## config.mk

```make
export PLATFORM = sky130hd
export DESIGN_NAME = riscv_alu_issue
export DESIGN_NICKNAME = d
export VERILOG_FILES = /design/src/rtl/riscv_pkg.sv /design/src/rtl/riscv_regfile.sv /design/src/rtl/riscv_alu_issue.sv
export SDC_FILE = /design/constraint.sdc
export NUM_CORES = 2
export LEC_CHECK = 0
export ABC_AREA = 0
export ABC_CLOCK_PERIOD_IN_PS = 2300
export BUFFER_PORTS_ARGS = -buffer_cell sky130_fd_sc_hd__buf_2
export CELL_PAD_IN_SITES_DETAIL_PLACEMENT = 0
export CELL_PAD_IN_SITES_GLOBAL_PLACEMENT = 1
export CORE_UTILIZATION = 47
export DETAILED_ROUTE_END_ITERATION = 12
export PLACE_DENSITY = 0.87
export SETUP_SLACK_MARGIN = 0.05
export SLEW_MARGIN = 10
export SYNTH_ARGS = -nofsm -noshare
export SYNTH_HDL_FRONTEND = slang
export SYNTH_SLANG_ARGS = --single-unit
```

## constraint.sdc

```tcl
create_clock -name clock -period 2.3 [get_ports clock]
set_input_delay 0.345 -clock clock [delete_from_list [all_inputs] [get_ports clock]]
set_output_delay 0.345 -clock clock [all_outputs]
set_load 0.03 [all_outputs]
```

## src/rtl/riscv_pkg.sv

```systemverilog
// Shared RV32I encodings for the integer issue/writeback slice.
package riscv_pkg;

    localparam logic [6:0] OPC_OP      = 7'b0110011;
    localparam logic [6:0] OPC_OP_IMM  = 7'b0010011;

    localparam logic [6:0] FUNCT7_BASE = 7'b0000000;
    localparam logic [6:0] FUNCT7_ALT  = 7'b0100000;

    typedef enum logic [2:0] {
        F3_ADD_SUB = 3'd0,
        F3_SLL     = 3'd1,
        F3_SLT     = 3'd2,
        F3_SLTU    = 3'd3,
        F3_XOR     = 3'd4,
        F3_SRL_SRA = 3'd5,
        F3_OR      = 3'd6,
        F3_AND     = 3'd7
    } funct3_e;

    // Shift-immediates carry a 5-bit shamt instead of a 12-bit immediate.
    function automatic logic is_shift(input logic [2:0] funct3);
        return (funct3 == F3_SLL) || (funct3 == F3_SRL_SRA);
    endfunction

endpackage

```

## src/rtl/riscv_regfile.sv

```systemverilog
// 32x32 integer register file: two combinational read ports, a debug read port and one write
// port. x0 is never written and always reads zero.
module riscv_regfile
    import riscv_pkg::*;
(
    input  logic        clock,
    input  logic        reset,
    input  logic [4:0]  ra1,
    input  logic [4:0]  ra2,
    output logic [31:0] rd1,
    output logic [31:0] rd2,
    input  logic [4:0]  dbg_addr,
    output logic [31:0] dbg_data,
    input  logic        we,
    input  logic [4:0]  waddr,
    input  logic [31:0] wdata
);

    logic [31:0] regs_q [32];

    // Register storage; cleared asynchronously, x0 writes dropped.
    always_ff @(posedge clock or negedge reset) begin
        if (!reset) begin
            for (int i = 0; i < 32; i++) begin
                regs_q[i] <= 32'd0;
            end
        end else if (we && (waddr != 5'd0)) begin
            regs_q[waddr] <= wdata;
        end
    end

    // Reads see current contents only; a same-cycle write shows up next cycle.
    always_comb begin
        rd1      = (ra1 == 5'd0) ? 32'd0 : regs_q[ra1];
        rd2      = (ra2 == 5'd0) ? 32'd0 : regs_q[ra2];
        dbg_data = (dbg_addr == 5'd0) ? 32'd0 : regs_q[dbg_addr];
    end

endmodule

```

## src/rtl/riscv_alu_issue.sv

```systemverilog
// Issue/writeback stage for the integer ALU: decodes OP / OP-IMM, reads operands (with optional
// bypass of the in-flight result), drives registered operands to the ALU and retires its result.
module riscv_alu_issue
    import riscv_pkg::*;
#(
    parameter int unsigned FORWARD = 1
) (
    input  logic        clock,
    input  logic        reset,
    input  logic        instr_valid,
    output logic        instr_ready,
    input  logic [31:0] instr,
    output logic        is_op_alu,
    output logic        is_op_alu_imm,
    output logic [2:0]  op_funct3,
    output logic [6:0]  op_funct7,
    output logic [31:0] reg_s1,
    output logic [31:0] reg_s2,
    output logic [31:0] imm,
    input  logic [31:0] rd_alu,
    output logic        retire_valid,
    output logic [4:0]  retire_rd,
    output logic [31:0] retire_value,
    output logic        illegal,
    input  logic [4:0]  dbg_addr,
    output logic [31:0] dbg_data
);

    localparam bit Bypass = (FORWARD != 0);

    logic [6:0]  opcode;
    logic [2:0]  funct3;
    logic [6:0]  funct7;
    logic [4:0]  rs1, rs2, rd;
    logic        dec_op, dec_imm, legal;
    logic [31:0] imm_val;
    logic [31:0] rf_rs1, rf_rs2;
    logic        hit1, hit2, stall, accept;
    logic [31:0] s1_val, s2_val;

    logic        e_valid_d, e_valid_q;
    logic        e_op_d, e_op_q;
    logic        e_imm_d, e_imm_q;
    logic [2:0]  e_f3_d, e_f3_q;
    logic [6:0]  e_f7_d, e_f7_q;
    logic [31:0] e_s1_d, e_s1_q;
    logic [31:0] e_s2_d, e_s2_q;
    logic [31:0] e_iv_d, e_iv_q;
    logic [4:0]  e_rd_d, e_rd_q;

    logic        ret_valid_d, ret_valid_q;
    logic [4:0]  ret_rd_d, ret_rd_q;
    logic [31:0] ret_value_d, ret_value_q;
    logic        illegal_d, illegal_q;

    assign opcode = instr[6:0];
    assign rd     = instr[11:7];
    assign funct3 = instr[14:12];
    assign rs1    = instr[19:15];
    assign rs2    = instr[24:20];
    assign funct7 = instr[31:25];

    // Decode legality and form the immediate.
    always_comb begin
        dec_op  = 1'b0;
        dec_imm = 1'b0;
        imm_val = 32'd0;
        if (opcode == OPC_OP) begin
            dec_op = (funct7 == FUNCT7_BASE) ||
                     ((funct7 == FUNCT7_ALT) &&
                      ((funct3 == F3_ADD_SUB) || (funct3 == F3_SRL_SRA)));
        end else if (opcode == OPC_OP_IMM) begin
            if (funct3 == F3_SLL) begin
                dec_imm = (funct7 == FUNCT7_BASE);
            end else if (funct3 == F3_SRL_SRA) begin
                dec_imm = (funct7 == FUNCT7_BASE) || (funct7 == FUNCT7_ALT);
            end else begin
                dec_imm = 1'b1;
            end
            imm_val = is_shift(funct3) ? {27'd0, instr[24:20]} : {{20{instr[31]}}, instr[31:20]};
        end
        legal = dec_op || dec_imm;
    end

    riscv_regfile u_regfile (
        .clock    (clock),
        .reset    (reset),
        .ra1      (rs1),
        .ra2      (rs2),
        .rd1      (rf_rs1),
        .rd2      (rf_rs2),
        .dbg_addr (dbg_addr),
        .dbg_data (dbg_data),
        .we       (e_valid_q),
        .waddr    (e_rd_q),
        .wdata    (rd_alu)
    );

    // RAW detection against the E-stage destination; bypass or stall depending on FORWARD.
    always_comb begin
        hit1        = e_valid_q && (e_rd_q != 5'd0) && legal && (e_rd_q == rs1);
        hit2        = e_valid_q && (e_rd_q != 5'd0) && dec_op && (e_rd_q == rs2);
        stall       = !Bypass && instr_valid && (hit1 || hit2);
        instr_ready = reset && !stall;
        accept      = instr_valid && instr_ready;
        s1_val      = (Bypass && hit1) ? rd_alu : rf_rs1;
        s2_val      = dec_op ? ((Bypass && hit2) ? rd_alu : rf_rs2) : 32'd0;
    end

    // E-stage next state: load on a legal transfer, otherwise a zeroed bubble.
    always_comb begin
        e_valid_d = 1'b0;
        e_op_d    = 1'b0;
        e_imm_d   = 1'b0;
        e_f3_d    = 3'd0;
        e_f7_d    = 7'd0;
        e_s1_d    = 32'd0;
        e_s2_d    = 32'd0;
        e_iv_d    = 32'd0;
        e_rd_d    = 5'd0;
        if (accept && legal) begin
            e_valid_d = 1'b1;
            e_op_d    = dec_op;
            e_imm_d   = dec_imm;
            e_f3_d    = funct3;
            e_f7_d    = funct7;
            e_s1_d    = s1_val;
            e_s2_d    = s2_val;
            e_iv_d    = imm_val;
            e_rd_d    = rd;
        end
        ret_valid_d = e_valid_q;
        ret_rd_d    = e_valid_q ? e_rd_q : 5'd0;
        ret_value_d = e_valid_q ? rd_alu : 32'd0;
        illegal_d   = accept && !legal;
    end

    // E-stage and retire registers.
    always_ff @(posedge clock or negedge reset) begin
        if (!reset) begin
            e_valid_q   <= 1'b0;
            e_op_q      <= 1'b0;
            e_imm_q     <= 1'b0;
            e_f3_q      <= 3'd0;
            e_f7_q      <= 7'd0;
            e_s1_q      <= 32'd0;
            e_s2_q      <= 32'd0;
            e_iv_q      <= 32'd0;
            e_rd_q      <= 5'd0;
            ret_valid_q <= 1'b0;
            ret_rd_q    <= 5'd0;
            ret_value_q <= 32'd0;
            illegal_q   <= 1'b0;
        end else begin
            e_valid_q   <= e_valid_d;
            e_op_q      <= e_op_d;
            e_imm_q     <= e_imm_d;
            e_f3_q      <= e_f3_d;
            e_f7_q      <= e_f7_d;
            e_s1_q      <= e_s1_d;
            e_s2_q      <= e_s2_d;
            e_iv_q      <= e_iv_d;
            e_rd_q      <= e_rd_d;
            ret_valid_q <= ret_valid_d;
            ret_rd_q    <= ret_rd_d;
            ret_value_q <= ret_value_d;
            illegal_q   <= illegal_d;
        end
    end

    assign is_op_alu     = e_op_q;
    assign is_op_alu_imm = e_imm_q;
    assign op_funct3     = e_f3_q;
    assign op_funct7     = e_f7_q;
    assign reg_s1        = e_s1_q;
    assign reg_s2        = e_s2_q;
    assign imm           = e_iv_q;
    assign retire_valid  = ret_valid_q;
    assign retire_rd     = ret_rd_q;
    assign retire_value  = ret_value_q;
    assign illegal       = illegal_q;

endmodule

```

# After elaboration in Yosys (flattened, before gate mapping)
# Index checks and enable logic that the tools add are counted.
[totals]
n_memories = 0
inputBits = 72
mem_bits_ro = 0
mem_bits_rw = 0
register_bits = 1177
latch_bits = 0
[op_classes]
n_eq_ne = 7
addsub = 0
shift = 0
bitwise_logic = 4
div = 0
n_mux = 37
order_cmp = 5
n_mul = 0
reduce_logical = 22
[op_table]
columns = ["operator", "count"]
rows = [
  ["$bwmux W1024", 1],
  ["$mux W32", 20],
  ["$bmux W32 S5", 3],
  ["$demux W32 S5", 1],
  ["$ge A6 B6 Y1 const B", 4],
  ["$not A5 Y6", 4],
  ["$logic_not A5 Y1", 3],
  ["$eq A7 B6 Y1 const B", 2],
  ["$eq A5 B5 Y1", 2],
  ["$logic_and A1 B1 Y1", 10],
  ["$mux W5", 2],
  ["$mux W1", 8],
  ["$eq A7 B5 Y1 const B", 1],
  ["$logic_not A7 Y1", 1],
  ["$mux W7", 1],
  ["$lt A6 B1 Y1 const B", 1],
  ["$logic_or A1 B1 Y1", 5],
  ["$reduce_bool A5 Y1", 1],
  ["$eq A3 B1 Y1 const B", 1],
  ["$eq A3 B3 Y1 const B", 1],
  ["$logic_not A3 Y1", 1],
  ["$mux W3", 1],
  ["$logic_not A1 Y1", 1],
]

# Longest topological paths before layout
[logic_depth]
word_depth = 11
depth_mapped = 10
depth_no_buf = 6

# By module
# Synthesis repeated with hierarchy kept, for this count alone.
[unflattened]
cells_unflattened = 4792
area_unflattened_um2 = 67893.9
[modules_own_cells]
columns = ["module", "cells_per_inst", "area_each_um2", "instances"]
rows = [
  ["riscv_regfile", 4307, 62469.9, 1],
  ["riscv_alu_issue", 485, 5424.0, 1],
]

# Worst setup path before layout
# OpenSTA, ideal clock, no wires.
[synth_timing]
path_type = "input -> output"
start = "input dbg_addr[1]"
end = "output dbg_data[0]"
stages = 7
path_slack_ns = -0.290
required_ns = 1.955
arrival_ns = 2.245
path_cell_list = "clkbuf_1 -> clkbuf_1 -> buf_1 -> mux4_2 -> mux4_2 -> nand2_1 -> o21ai_1"
[synth_via]
elab_chain_cells = 5
elab_cells_between_ends = 6
classes_between = "4 x mux; 1 x bitwise; 1 x reduce/logical"
[synth_lines]
columns = ["item", "line", "source"]
rows = [
  ["start: declaration", "riscv_alu_issue.sv:25", "input logic [4:0] dbg_addr,"],
  ["$not A5 Y6 (implied by the code)", "riscv_regfile.sv:36", "dbg_data = (dbg_addr == 5'd0) ? 32'd0 : regs_q[dbg_addr];"],
  ["$bmux W32 S5", "riscv_regfile.sv:36", ""],
  ["$mux W32 (implied by the code) (2 in series)", "riscv_regfile.sv:36", ""],
  ["$mux W32 (*)", "riscv_regfile.sv:36", ""],
  ["end: declaration", "riscv_alu_issue.sv:26", "output logic [31:0] dbg_data"],
]
# Mark *: on every way between the ends. The rest lies on a longest branch, timed or not. The select of a mux whose other input is x is not followed.

# Worst setup path in the final report
[layout_timing]
start = "register u_regfile.regs_q[167] (netlist name)"
end = "output dbg_data[7]"
[layout_via]
elab_chain_cells = 4
[layout_lines]
columns = ["item", "line", "source"]
rows = [
  ["start: declaration", "riscv_regfile.sv:19", "logic [31:0] regs_q [32];"],
  ["start signal: indexed assignment", "riscv_regfile.sv:28", "regs_q[waddr] <= wdata;"],
  ["$bmux W32 S5", "riscv_regfile.sv:36", ""],
  ["$mux W32 (implied by the code) (2 in series)", "riscv_regfile.sv:36", ""],
  ["$mux W32", "riscv_regfile.sv:36", ""],
]
# No other way between the ends. The select of a mux whose other input is x is not followed.

==> flow_summary.toml <==
[status]
status = "finished with violations"
violations = "setup timing"

[drt]
dr.pass1.iters = 8
ant_nets = 0
wl_per_cell_um = 33.5
vias = 54300
drt-initial-drc-count = 8384
wl_um = 257000
vias_per_cell = 7.08
drc = 0

[final_layout]
final_common_cell = "dfrtp_1"
fin_util_pct = 58.9
layout_common_cells = "dfrtp_1 (1152), mux4_2 (753), o21ai_1 (651)"
syn_to_final_growth_pct = 24.0
fill_cells = 10300
drive_gt1_share_pct = 38.7
nets = 5835

[place]
port_buffers = 251
pre_cts_ws_ns = -0.438
place.gp.congestion = 0.976
hpwl_um = 164000

[die]
start_util_pct = 47.5
core_um2 = 138000
ios = 252
die_w_um = 375
num_rows = 136
die_area_um2 = 141000
die_height_um = 375

[setup_path]
rrSetupSlack_ns = 0.02
ff2ff_path_depth = 8
cpPeakStageDelay_ns = 0.49
cp_top_family = "multiplexers"
crit_path_cell_trace = "mux4_2 > mux4_2 > nand2_2 > o21ai_4 > buf_6"
worstSetupEndpointType = "output pin"
r2r_end = "u_regfile.regs_q[595]"
reg2reg_from = "e_rd_q[4]"
critical_path_peak_fanout = 4
critPathKind = "reg2out"
required_ns = 1.96
arrival_ns = 2.60
start_kind = "flop"
critPathMostFrequentCell = "mux4_2"
path_buf_inv = 1
cpMaxStageDelayCell = "mux4_2"

[sta]
hold_viol_final = 0
worst_slack_ns = -0.640
fmax_mhz = 340
fin_crit_sh_pct = 128
slew_headroom_pct = 36.3
rsz0062_at_grt = "true"
period_needed_ns = 2.94
setup_viol = 32
hold_slack_ns = 0.0361
tightest_slew_ns = 0.955
slew_violations = 0
clock_skew_ns = 0.0294

[logic_synthesis]
syn-cell-area_um2 = 65400
syn_nets = 5206
ys_warn_count = 0
synth_edf_count = 0
syn_area_per_cell_um2 = 12.7
synth_seq_area_share_pct = 44.3
async_flop_share_pct = 100
yosys.area.top_type_share_pct = 44.3
yosysTopAreaCell = "dfrtp_1"
synth.distinct_cells = 59
synth.area.top_cells = "dfrtp_1 (44%), mux4_2 (26%), mux2_1 (6.4%), o21ai_1 (5.2%), nand2_1 (3.8%)"
synthFlopType = "dfrtp_1"
netlist_instances = 5134
ys_ff_latch = 1157

[cts]
clk_pin_slew_worst_paths_ns = 0.06
cts-htree-levels = 3
cts.sinks = 1157
cts_tree = "done"
clockBufferDepth = 3
worstSkewPairLatency_ns = 0.79
cts_buffers = 121
cts-root-buf = "clkbuf_16"

[pwr]
cellLeakagePower_nw = 36.8
irDropWorstVdd_v = 0.000668
powerDensity_nw_per_um2 = 584
total_power_mw = 47.4

[job]
drv_cap = 0

[grt]
grt-ovfl-total = 0
grt_max_degree = 149
grt_pass1_vias = 53800
grt_util_all_layers_pct = 35.9
antenna_found_initial = 23
grt_pass1_wl_um = 369000

[min_path]
min_path_type = "in2reg"
min_from = "rd_alu[23]"
hold-path-endpoint = "reg_s2[23]"
whs_path_depth = 3
==> worst min-delay path, delay by kind of cell <==
kind / cells / cell delay, ns
compound gates: 2 / 0.23
buf+inv: 1 / 0.20
==> metrics by stage <==
step                      cells  setup TNS (ns)  cell area (um^2)
after floorplan            5134               0             66100
after global placement     7094          -41.53             73300
after detailed placement   7094          -38.61             73300
after CTS                  7580          -17.78             80100
after global routing       7662          -18.46             81100
final                      7671          -17.64             81200
==> area by class of cell <==
class	count	area (um^2)	area share, %
multi-input cells	3303	34500	42.5
flip-flops and latches	1157	29000	35.7
repair buffers	1112	10800	13.3
clock buffers	159	3470	4.28
well taps	1794	2240	2.77
clock inverters	62	878	1.08
inverters	68	258	0.318
diodes	16	40.0	0.0493
==> registers in the layout, summed over array words and instances (netlist names), 3 cells and up <==
name	count
e_rd_q	5
imm	12
op_funct3	3
op_funct7	7
reg_s1	32
reg_s2	32
retire_rd	5
retire_value	32
u_regfile.regs_q	1024
==> cells in the mapped netlist (all sizes together), types with 3 or more instances <==
| cell | number |
|---|---|
| nor4 | 34 |
| and2 | 64 |
| nand3 | 8 |
| nand4b | 3 |
| nor2b | 5 |
| mux2 | 385 |
| a22oi | 11 |
| xor2 | 6 |
| a221oi | 71 |
| nor3 | 7 |
| o21a | 23 |
| dfrtp | 1157 |
| and3 | 5 |
| mux2i | 180 |
| inv | 68 |
| nor2 | 76 |
| nand3b | 6 |
| o21ai | 715 |
| o22ai | 150 |
| o221ai | 22 |
| xnor2 | 5 |
| nand2b | 6 |
| o221a | 32 |
| a22o | 19 |
| a21oi | 29 |
| nand2 | 660 |
| clkbuf | 386 |
| mux4 | 753 |
| a31o | 9 |
| buf | 220 |
==> what timing repair did <==
action,in CTS,in global routing
gates cloned,1,5
hold endpoints to repair,395,0
buffers inserted,233,74
resized for setup,125,60
hold buffers,31,0
pin swaps,9,27
endpoints found under the setup margin,271,243
==> report_power, final <==
part	switching [mW]	internal [mW]	total [mW]	leakage, nW
Sequential	0.00143	20.4	20.4	13.0
Clock	8.91	12.7	21.6	2.13
Combinational	3.19	2.19	5.39	21.7
Total	12.1	35.3	47.4	36.8
==> how the worst max path moves through the flow <==
stage	cells past startpoint	startpoint	endpoint
after floorplan	7	dbg_addr[0]	dbg_data[0]
after detailed placement	7	dbg_addr[0]	dbg_data[2]
final	5	u_regfile.regs_q[167]	dbg_data[7]
after CTS	5	u_regfile.regs_q[7]	dbg_data[7]
after global routing	5	u_regfile.regs_q[806]	dbg_data[6]
after global placement	7	dbg_addr[0]	dbg_data[2]
==> metal layers <==
metal	track usage (%)	vias to the layer above	routed length [um]
li1	-	20900	-
met1	45.5	27100	86700
met2	51.2	4966	109000
met3	14.0	1313	40400
met4	23.7	18	20900
met5	0.137	-	182
==> logic make-up (layout without fill, tap and decap cells) <==
| group | count (synthesis) | count (layout) | share of synthesized area (%) |
|---|---|---|---|
| flip-flops | 1157 | 1157 | 44.3 |
| AND/OR/NAND/NOR | 887 | 887 | 5.78 |
| other | 0 | 16 | 0 |
| XOR/XNOR | 11 | 11 | 0.147 |
| multiplexers | 1318 | 1318 | 35.3 |
| buffers and inverters | 674 | 1401 | 4.54 |
| AO/OA/AOI/OAI | 1087 | 1087 | 9.97 |
(Power assumes the default switching activity.)
